$ cat config.mk
export PLATFORM = sky130hd
export DESIGN_NAME = zx_mem_pager
export DESIGN_NICKNAME = d
export VERILOG_FILES = /design/src/rtl/zx_mem_pager.sv
export SDC_FILE = /design/constraint.sdc
export NUM_CORES = 1
export LEC_CHECK = 0
export BUFFER_PORTS_ARGS = -buffer_cell sky130_fd_sc_hd__buf_2
export CELL_PAD_IN_SITES_DETAIL_PLACEMENT = 0
export CELL_PAD_IN_SITES_GLOBAL_PLACEMENT = 1
export CORE_ASPECT_RATIO = 1.5
export CORE_MARGIN = 8
export CORE_UTILIZATION = 33
export CTS_BUF_LIST = sky130_fd_sc_hd__clkbuf_8
export DETAILED_ROUTE_END_ITERATION = 10
export HOLD_SLACK_MARGIN = 0.06
export PLACE_DENSITY_LB_ADDON = 0.1
export REMOVE_ABC_BUFFERS = 1
export SYNTH_ARGS = -nofsm -noshare
export SYNTH_HDL_FRONTEND = slang
export SYNTH_SLANG_ARGS = --single-unit
$ cat constraint.sdc
create_clock -name clk_cpu -period 2.2 [get_ports clk_cpu]
set_input_delay 0.33 -clock clk_cpu [delete_from_list [all_inputs] [get_ports clk_cpu]]
set_output_delay 0.33 -clock clk_cpu [all_outputs]
set_load 0.01 [all_outputs]
$ cat src/rtl/zx_mem_pager.sv
// Spectrum 48K/128K/+3 memory pager: decodes 7FFD/1FFD writes and maps the addressed
// 16K quadrant to a ROM or RAM page, with contention and screen-mirror flags.
module zx_mem_pager #(
    parameter int unsigned PLUS3_EN = 1
) (
    input  logic        clk_cpu,
    input  logic        nRESET,
    input  logic [1:0]  model,
    input  logic [15:0] A,
    input  logic [7:0]  D,
    input  logic        nIORQ,
    input  logic        nMREQ,
    input  logic        nRD,
    input  logic        nWR,
    input  logic        nM1,
    output logic        cur_rom,
    output logic [1:0]  cur_rom_page,
    output logic [2:0]  cur_ram_page,
    output logic        cur_contended,
    output logic        cur_vram,
    output logic        cur_vram_bank,
    output logic        vram_we,
    output logic        shadow_scr,
    output logic        locked,
    output logic [7:0]  reg_7ffd,
    output logic [7:0]  reg_1ffd,
    output logic        motor,
    output logic        prn_strobe
);

    localparam logic [1:0] MODEL_48K   = 2'd0;
    localparam logic [1:0] MODEL_128K  = 2'd1;
    localparam logic [1:0] MODEL_PLUS3 = 2'd2;

    logic [7:0] r_7ffd;
    logic [7:0] r_1ffd;
    logic       r_io_we_q;
    logic       r_boot;
    logic [1:0] r_model;

    logic       w_io_we;
    logic       w_commit;
    logic       w_sel_7ffd;
    logic       w_sel_1ffd;
    logic [1:0] w_model_boot;
    logic       w_is_48k;
    logic       w_is_plus3;
    logic       w_special;
    logic [1:0] w_quad;
    logic       w_rom;
    logic [1:0] w_rom_page;
    logic [2:0] w_ram_page;
    logic       w_cont;
    logic       w_vram;
    logic       w_unused;

    assign w_unused   = ^A[11:2];
    assign w_io_we    = !nIORQ && nRD && !nWR && nM1;
    assign w_is_48k   = (r_model == MODEL_48K);
    assign w_is_plus3 = (r_model == MODEL_PLUS3);
    assign w_special  = w_is_plus3 && r_1ffd[0];
    assign w_quad     = A[15:14];

    // Only the rising edge of an IO write commits, so long cycles still write once.
    assign w_commit = r_boot && w_io_we && !r_io_we_q && !r_7ffd[5];

    always_comb begin
        w_model_boot = model;
        if (model == 2'd3 || (model == MODEL_PLUS3 && PLUS3_EN == 0)) begin
            w_model_boot = MODEL_128K;
        end
    end

    always_comb begin
        w_sel_7ffd = 1'b0;
        w_sel_1ffd = 1'b0;
        case (r_model)
            MODEL_128K:  w_sel_7ffd = !A[15] && !A[1] && A[0];
            MODEL_PLUS3: begin
                w_sel_7ffd = (A[15:14] == 2'b01) && !A[1];
                w_sel_1ffd = (A[15:12] == 4'b0001) && !A[1];
            end
            default: ;
        endcase
    end

    always_ff @(posedge clk_cpu or negedge nRESET) begin
        if (!nRESET) begin
            r_7ffd    <= 8'd0;
            r_1ffd    <= 8'd0;
            r_io_we_q <= 1'b0;
            r_boot    <= 1'b0;
            r_model   <= MODEL_128K;
        end else begin
            r_io_we_q <= w_io_we;
            if (!r_boot) begin
                r_boot  <= 1'b1;
                r_model <= w_model_boot;
            end
            if (w_commit && w_sel_7ffd) r_7ffd <= D;
            if (w_commit && w_sel_1ffd) r_1ffd <= D;
        end
    end

    always_comb begin
        w_rom      = 1'b0;
        w_rom_page = 2'd0;
        w_ram_page = 3'd0;
        if (w_special) begin
            case (r_1ffd[2:1])
                2'b00:   w_ram_page = {1'b0, w_quad};
                2'b01:   w_ram_page = {1'b1, w_quad};
                2'b10:   w_ram_page = (w_quad == 2'd3) ? 3'd3 : {1'b1, w_quad};
                default: w_ram_page = (w_quad == 2'd1) ? 3'd7 :
                                      (w_quad == 2'd3) ? 3'd3 : {1'b1, w_quad};
            endcase
        end else begin
            case (w_quad)
                2'd0: begin
                    w_rom      = 1'b1;
                    w_rom_page = w_is_48k   ? 2'd1 :
                                 w_is_plus3 ? {r_1ffd[2], r_7ffd[4]} : {1'b0, r_7ffd[4]};
                end
                2'd1:    w_ram_page = 3'd5;
                2'd2:    w_ram_page = 3'd2;
                default: w_ram_page = w_is_48k ? 3'd0 : r_7ffd[2:0];
            endcase
        end
    end

    always_comb begin
        w_cont = w_is_48k ? (w_ram_page == 3'd5) : w_is_plus3 ? w_ram_page[2] : w_ram_page[0];
        w_vram = !w_rom && (w_ram_page == 3'd5 || w_ram_page == 3'd7) && !A[13];
    end

    assign cur_rom       = w_rom;
    assign cur_rom_page  = w_rom_page;
    assign cur_ram_page  = w_ram_page;
    assign cur_contended = !w_rom && w_cont;
    assign cur_vram      = w_vram;
    assign cur_vram_bank = w_vram && w_ram_page[1];
    assign vram_we       = !nMREQ && nRD && !nWR && w_vram && !w_rom;
    assign shadow_scr    = r_7ffd[3];
    assign locked        = r_7ffd[5];
    assign reg_7ffd      = r_7ffd;
    assign reg_1ffd      = r_1ffd;
    assign motor         = r_1ffd[3];
    assign prn_strobe    = r_1ffd[4];

endmodule
==> results of run 1 <==
logic make-up (layout without fill, tap and decap cells):
group	count (synthesis)	after routing	share of synthesized area, %
AOI/OAI and AO/OA	15	15	9.83
adders and majority gates	3	3	3.55
buffers and inverters	9	70	5.33
DFF	20	20	47.5
muxes	16	16	19.9
other	1	1	0.355
and+or+nand+nor	20	20	13.5
routing by layer:
layer  track usage, %  wire length (um)  vias up
li1                 -                 -      422
met1             12.0              1220      441
met2             18.1              1510       38
met3             4.22               260        4
met4             4.69                31        0
met5                0                 0        -
cell usage after synthesis (2+ instances only):
library cell,n,area [um^2]
nand2_1,3,11.3
mux2_2,8,90.1
nand2b_1,3,18.8
a211oi_1,2,15.0
mux2_4,8,120
inv_1,4,15.0
ha_1,3,37.5
buf_4,4,30.0
dfrtp_1,19,475
nor3b_2,2,25.0
a31oi_1,2,12.5
nor2_1,4,15.0
o21ai_0,3,15.0
stage by stage:
step | util [%] | power (W) | hold WS (ns)
5_1_grt | 49.9 | 0.000802 | 0.294
3_3_place_gp | 44.5 | 0.000504 | 0.300
3_5_place_dp | 44.5 | 0.000507 | 0.307
4_1_cts | 48.0 | 0.000765 | 0.289
6_report | 49.9 | 0.000768 | 0.291
2_1_floorplan | - | 0.000440 | 0.0344
cell usage in the layout (no fill, tap or decap), types with 2 or more instances in the layout:
master | synthesis | routed
mux2_4 | 8 | 8
mux2_2 | 8 | 8
clkbuf_8 | 0 | 3
buf_4 | 4 | 8
nor2_1 | 4 | 4
nand2_1 | 3 | 2
inv_1 | 4 | 4
buf_2 | 0 | 51
o21ai_0 | 3 | 2
dfrtp_1 | 19 | 19
nor3b_2 | 2 | 3
buf_6 | 1 | 2
nand2b_1 | 3 | 2
sequential cells by signal (all words and copies together), names as in the netlist:
signal / flops
r_model: 2
reg_7ffd: 8
r_boot: 1
reg_1ffd: 8
r_io_we_q: 1
path summary, 6_finish.rpt:
check	startpoint	to	slack, ns	cells after the start
worst max-delay path	r_model[0]$_DFFE_PN1N_	vram_we	-0.11	7
worst min-delay path	D[5]	reg_7ffd[5]$_DFFE_PN0P_	0.29	2
worst max register to register	r_model[0]$_DFFE_PN1N_	reg_7ffd[6]$_DFFE_PN0P_	0.23	5
worst min register to register	reg_7ffd[5]$_DFFE_PN0P_	reg_7ffd[5]$_DFFE_PN0P_	0.50	1
max in group asynchronous	nRESET	r_model[0]$_DFFE_PN1N_	1.31	2
min in group asynchronous	nRESET	reg_7ffd[7]$_DFFE_PN0P_	0.55	2
worst max-delay path, stage by stage, from the launching register on:
cell	delay, ns
dfstp_2	0.54
inv_2	0.05
ha_4	0.16
nand2b_4	0.14
a221oi_4	0.23
o211ai_1	0.21
nor4b_2	0.23
buf_2	0.17
what timing repair did:
item / in CTS / in global routing
setup endpoints to repair: 7 / 8
hold buffers: 1 / 0
pin swaps: 4 / 7
setup buffers: 1 / 1
gates resized for setup: 9 / 11
hold endpoints to repair: 19 / 0
power by group:
part           leakage [nW]  internal (W)  switching [W]
Clock                0.0269      0.000124       0.000117
Combinational         0.553     0.0000722      0.0000668
Sequential            0.272      0.000379     0.00000824
cell type report:
cell class,count,share of cell area [%]
multi-input combinational,55,37.8
sequential,20,32.5
timing repair buffer,62,22.5
tap,40,3.24
clock buffer,3,2.67
inverter,4,0.972
clock inverter,1,0.243
==> results.toml, run 1 <==
[critical_path]
start_kind = "flop"
cp_max_fo = 3
cp_data_required_time_ns = 1.87
crit_arrival_ns = 1.98
critPathCaptureType = "output port"
worstSetupPathType = "reg -> out"

[logic_synthesis]
synth_ff_type = "dfrtp_1"
netlist_instances = 84
syn_area_um2 = 1060
synth-edff-count = 0
synth-seq-cells = 20
synth_seq_area_share_pct = 47.5
synth.distinct_cells = 32
synthArstFlopShare_pct = 100
synth.avg_cell_area_um2 = 12.6
yosysWarnings = 0

[clocking]
clkTransAtPathRegs_ns = 0.07
cts.sinks = 20
clock_path_buffers = 2
cts_tree = "done"
htree_levels = 1
cts-buffers-inserted = 3
clockRootBuffer = "clkbuf_8"
clock_latency_ns = 0.26

[placed_design]
place_congestion = 0.809
post-place-ws_ns = -0.0820
portBuffers = 52
dp.cells = 178
place_area_um2 = 1380
hpwl_um = 2270

[timing]
fin_crit_ns = 2.31
slew_headroom_pct = 55.3
layout_setup_ws_ns = -0.115
fin_skew_ns = 0.00272
fmax_mhz = 432
drv_slew = 0
worst_pin_slew_ns = 0.667
hold_viol = 0
fin_tns_setup_ns = -0.398
rsz0062_at_grt = "true"
period_share_pct = 105
setup_viol = 6

[pwr]
vdd_drop_max_v = 0.000437
p_leak_nw = 0.851
p_per_area_nw_per_um2 = 497

[floorplan]
fp.dieH_um = 85.3
rows = 25
fp.dieW_um = 62.2
die_area_um2 = 5300
start_util_pct = 34.1
boundaryPins = 63
coreArea_um2 = 3100

[flow_run]
drv_cap = 0

[route]
dr.pass1.iters = 2
drc_errors = 0
vias_per_cell = 4.89
wire_per_inst_um = 16.3
drt_first_iter_violations = 30
antenna_left = 0
vias = 905
drt_wl_total_um = 3020

[global_route]
grt_use_total_pct = 10.9
first_global_vias = 1001
grt_max_degree = 21
gr-total-overflow = 0
antenna_found_initial = 0
grt_pass1_wl_um = 4800

[layout]
fin_cells = 185
multi_input_comb_area_um2 = 584
diodes = 0
fillCellCount = 300
seqCellArea_um2 = 502
area_growth_pct = 46.2
fin_nets = 182
layout-drive-gt1-share_pct = 69.0
final_cell_area_um2 = 1540

[hold_path]
min_path_type = "in -> reg"

[outcome]
violations = "negative setup slack"
status = "finished, violations left"
Power figures use the tool's default switching activity.
==> run 2, diff against run 1 <==
Settings changed: CTS_CLUSTER_DIAMETER from default to 80, SKIP_LAST_GASP from default to 1.
==> results.toml, run 2 (synthesis gave the netlist of run 1 again) <==
[floorplan]
start_util_pct = 34.1
fp.dieH_um = 85.3
fp.dieW_um = 62.2
boundaryPins = 63
rows = 25
die_area_um2 = 5300
coreArea_um2 = 3100

[layout]
final_cell_mix = "51 x buf_2, 19 x dfrtp_1, 8 x mux2_4, 8 x mux2_2, 8 x buf_4"
area_growth_pct = 45.7
final_cell_area_um2 = 1540
final_common_cell = "buf_2"
layout-drive-gt1-share_pct = 68.3
diodes = 0
utilization_pct = 49.7
fin_nets = 182

[global_route]
antenna_found_initial = 0
grt_use_total_pct = 11.0
first_global_vias = 1006
grt_pass1_wl_um = 4830
gr-total-overflow = 0
grt_max_degree = 21

[timing]
fin_crit_ns = 2.31
period_share_pct = 105
drv_slew = 0
rsz0062_at_grt = "true"
fmax_mhz = 433
worst_pin_slew_ns = 0.667
setup_viol = 6
fin_skew_ns = 0.00246
holdWs_ns = 0.291
slew_headroom_pct = 55.3
layout_setup_ws_ns = -0.109
hold_viol = 0
fin_tns_setup_ns = -0.458

[placed_design]
hpwl_um = 2270
portBuffers = 52
place_congestion = 0.809
place_area_um2 = 1380

[clocking]
cts.sinks = 20
cts_tree = "done"
clock_latency_ns = 0.26
clockRootBuffer = "clkbuf_8"
htree_levels = 1
clock_path_buffers = 2
cts-buffers-inserted = 3
clkTransAtPathRegs_ns = 0.07

[route]
vias = 913
dr.pass1.iters = 4
vias_per_cell = 4.94
wire_per_inst_um = 16.3
drc_errors = 0
drt_first_iter_violations = 30
drt_wl_total_um = 3020
antenna_left = 0

[pwr]
p_leak_nw = 0.848
power_w = 0.000768
p_per_area_nw_per_um2 = 499
vdd_drop_max_v = 0.000437

[critical_path]
cp_data_required_time_ns = 1.87
start_kind = "flop"
critPathCaptureType = "output port"
r2r_cells = 5
crit_arrival_ns = 1.98
cp_max_fo = 3
worstSetupPathType = "reg -> out"

[outcome]
violations = "negative setup slack"
status = "finished, violations left"

[hold_path]
min_path_type = "in -> reg"
worstHoldPathCells = 2

[flow_run]
drv_cap = 0
run 2: changes by cell type in the layout (fill, tap and decap cells not counted):
| cell | previous run | this run |
|---|---|---|
| nor3b_1 | 0 | 1 |
| nor3b_2 | 3 | 2 |
run 2: timing repair:
item,4_1_cts,5_1_grt
pin swaps,4,7
hold buffers,1,0
hold endpoints to repair,19,0
setup endpoints to repair,7,8
setup buffers,1,1
resized for setup,8,11
run 2: area by class of cell:
class	instances	area, um^2
flip-flops and latches	20	502
inverters	4	15.0
fillers	299	1560
multi-input cells	55	579
clock buffers	3	41.3
clock inverters	1	3.75
well taps	40	50.0
repair buffers	62	348
run 2: worst paths after layout:
check / startpoint / to / slack [ns]
setup / recovery: r_model[0]$_DFFE_PN1N_ / vram_we / -0.11
hold / removal: D[5] / reg_7ffd[5]$_DFFE_PN0P_ / 0.29
setup reg to reg: r_model[0]$_DFFE_PN1N_ / reg_7ffd[6]$_DFFE_PN0P_ / 0.23
hold reg to reg: reg_7ffd[5]$_DFFE_PN0P_ / reg_7ffd[5]$_DFFE_PN0P_ / 0.50
max in group asynchronous: nRESET / r_model[0]$_DFFE_PN1N_ / 1.31
min in group asynchronous: nRESET / reg_7ffd[7]$_DFFE_PN0P_ / 0.55
run 2: per-layer routing:
metal	vias to the layer above	GRT usage (%)	wire (um)
met2	42	18.3	1490
met3	6	4.48	281
met4	0	4.69	48
li1	424	-	-
met5	-	0	0
met1	441	11.9	1200
run 2: through the flow:
step	setup WS, ns	instances
2_1_floorplan	-0.101	79
3_5_place_dp	-0.0820	178
6_report	-0.109	185
5_1_grt	-0.232	185
4_1_cts	-0.211	184
3_3_place_gp	-0.0609	178
run 2: critical path, stage by stage (launching register included):
cell,delay [ns]
dfstp_2,0.54
inv_2,0.05
ha_4,0.16
nand2b_4,0.14
a221oi_4,0.23
o211ai_1,0.20
nor4b_2,0.23
buf_2,0.17
run 2: power breakdown:
group	internal, W	leakage, nW	switching [W]	total [W]
logic	0.0000718	0.549	0.0000665	0.000138
registers	0.000379	0.272	0.00000831	0.000388
clock network	0.000124	0.0269	0.000118	0.000242
total	0.000575	0.848	0.000192	0.000768
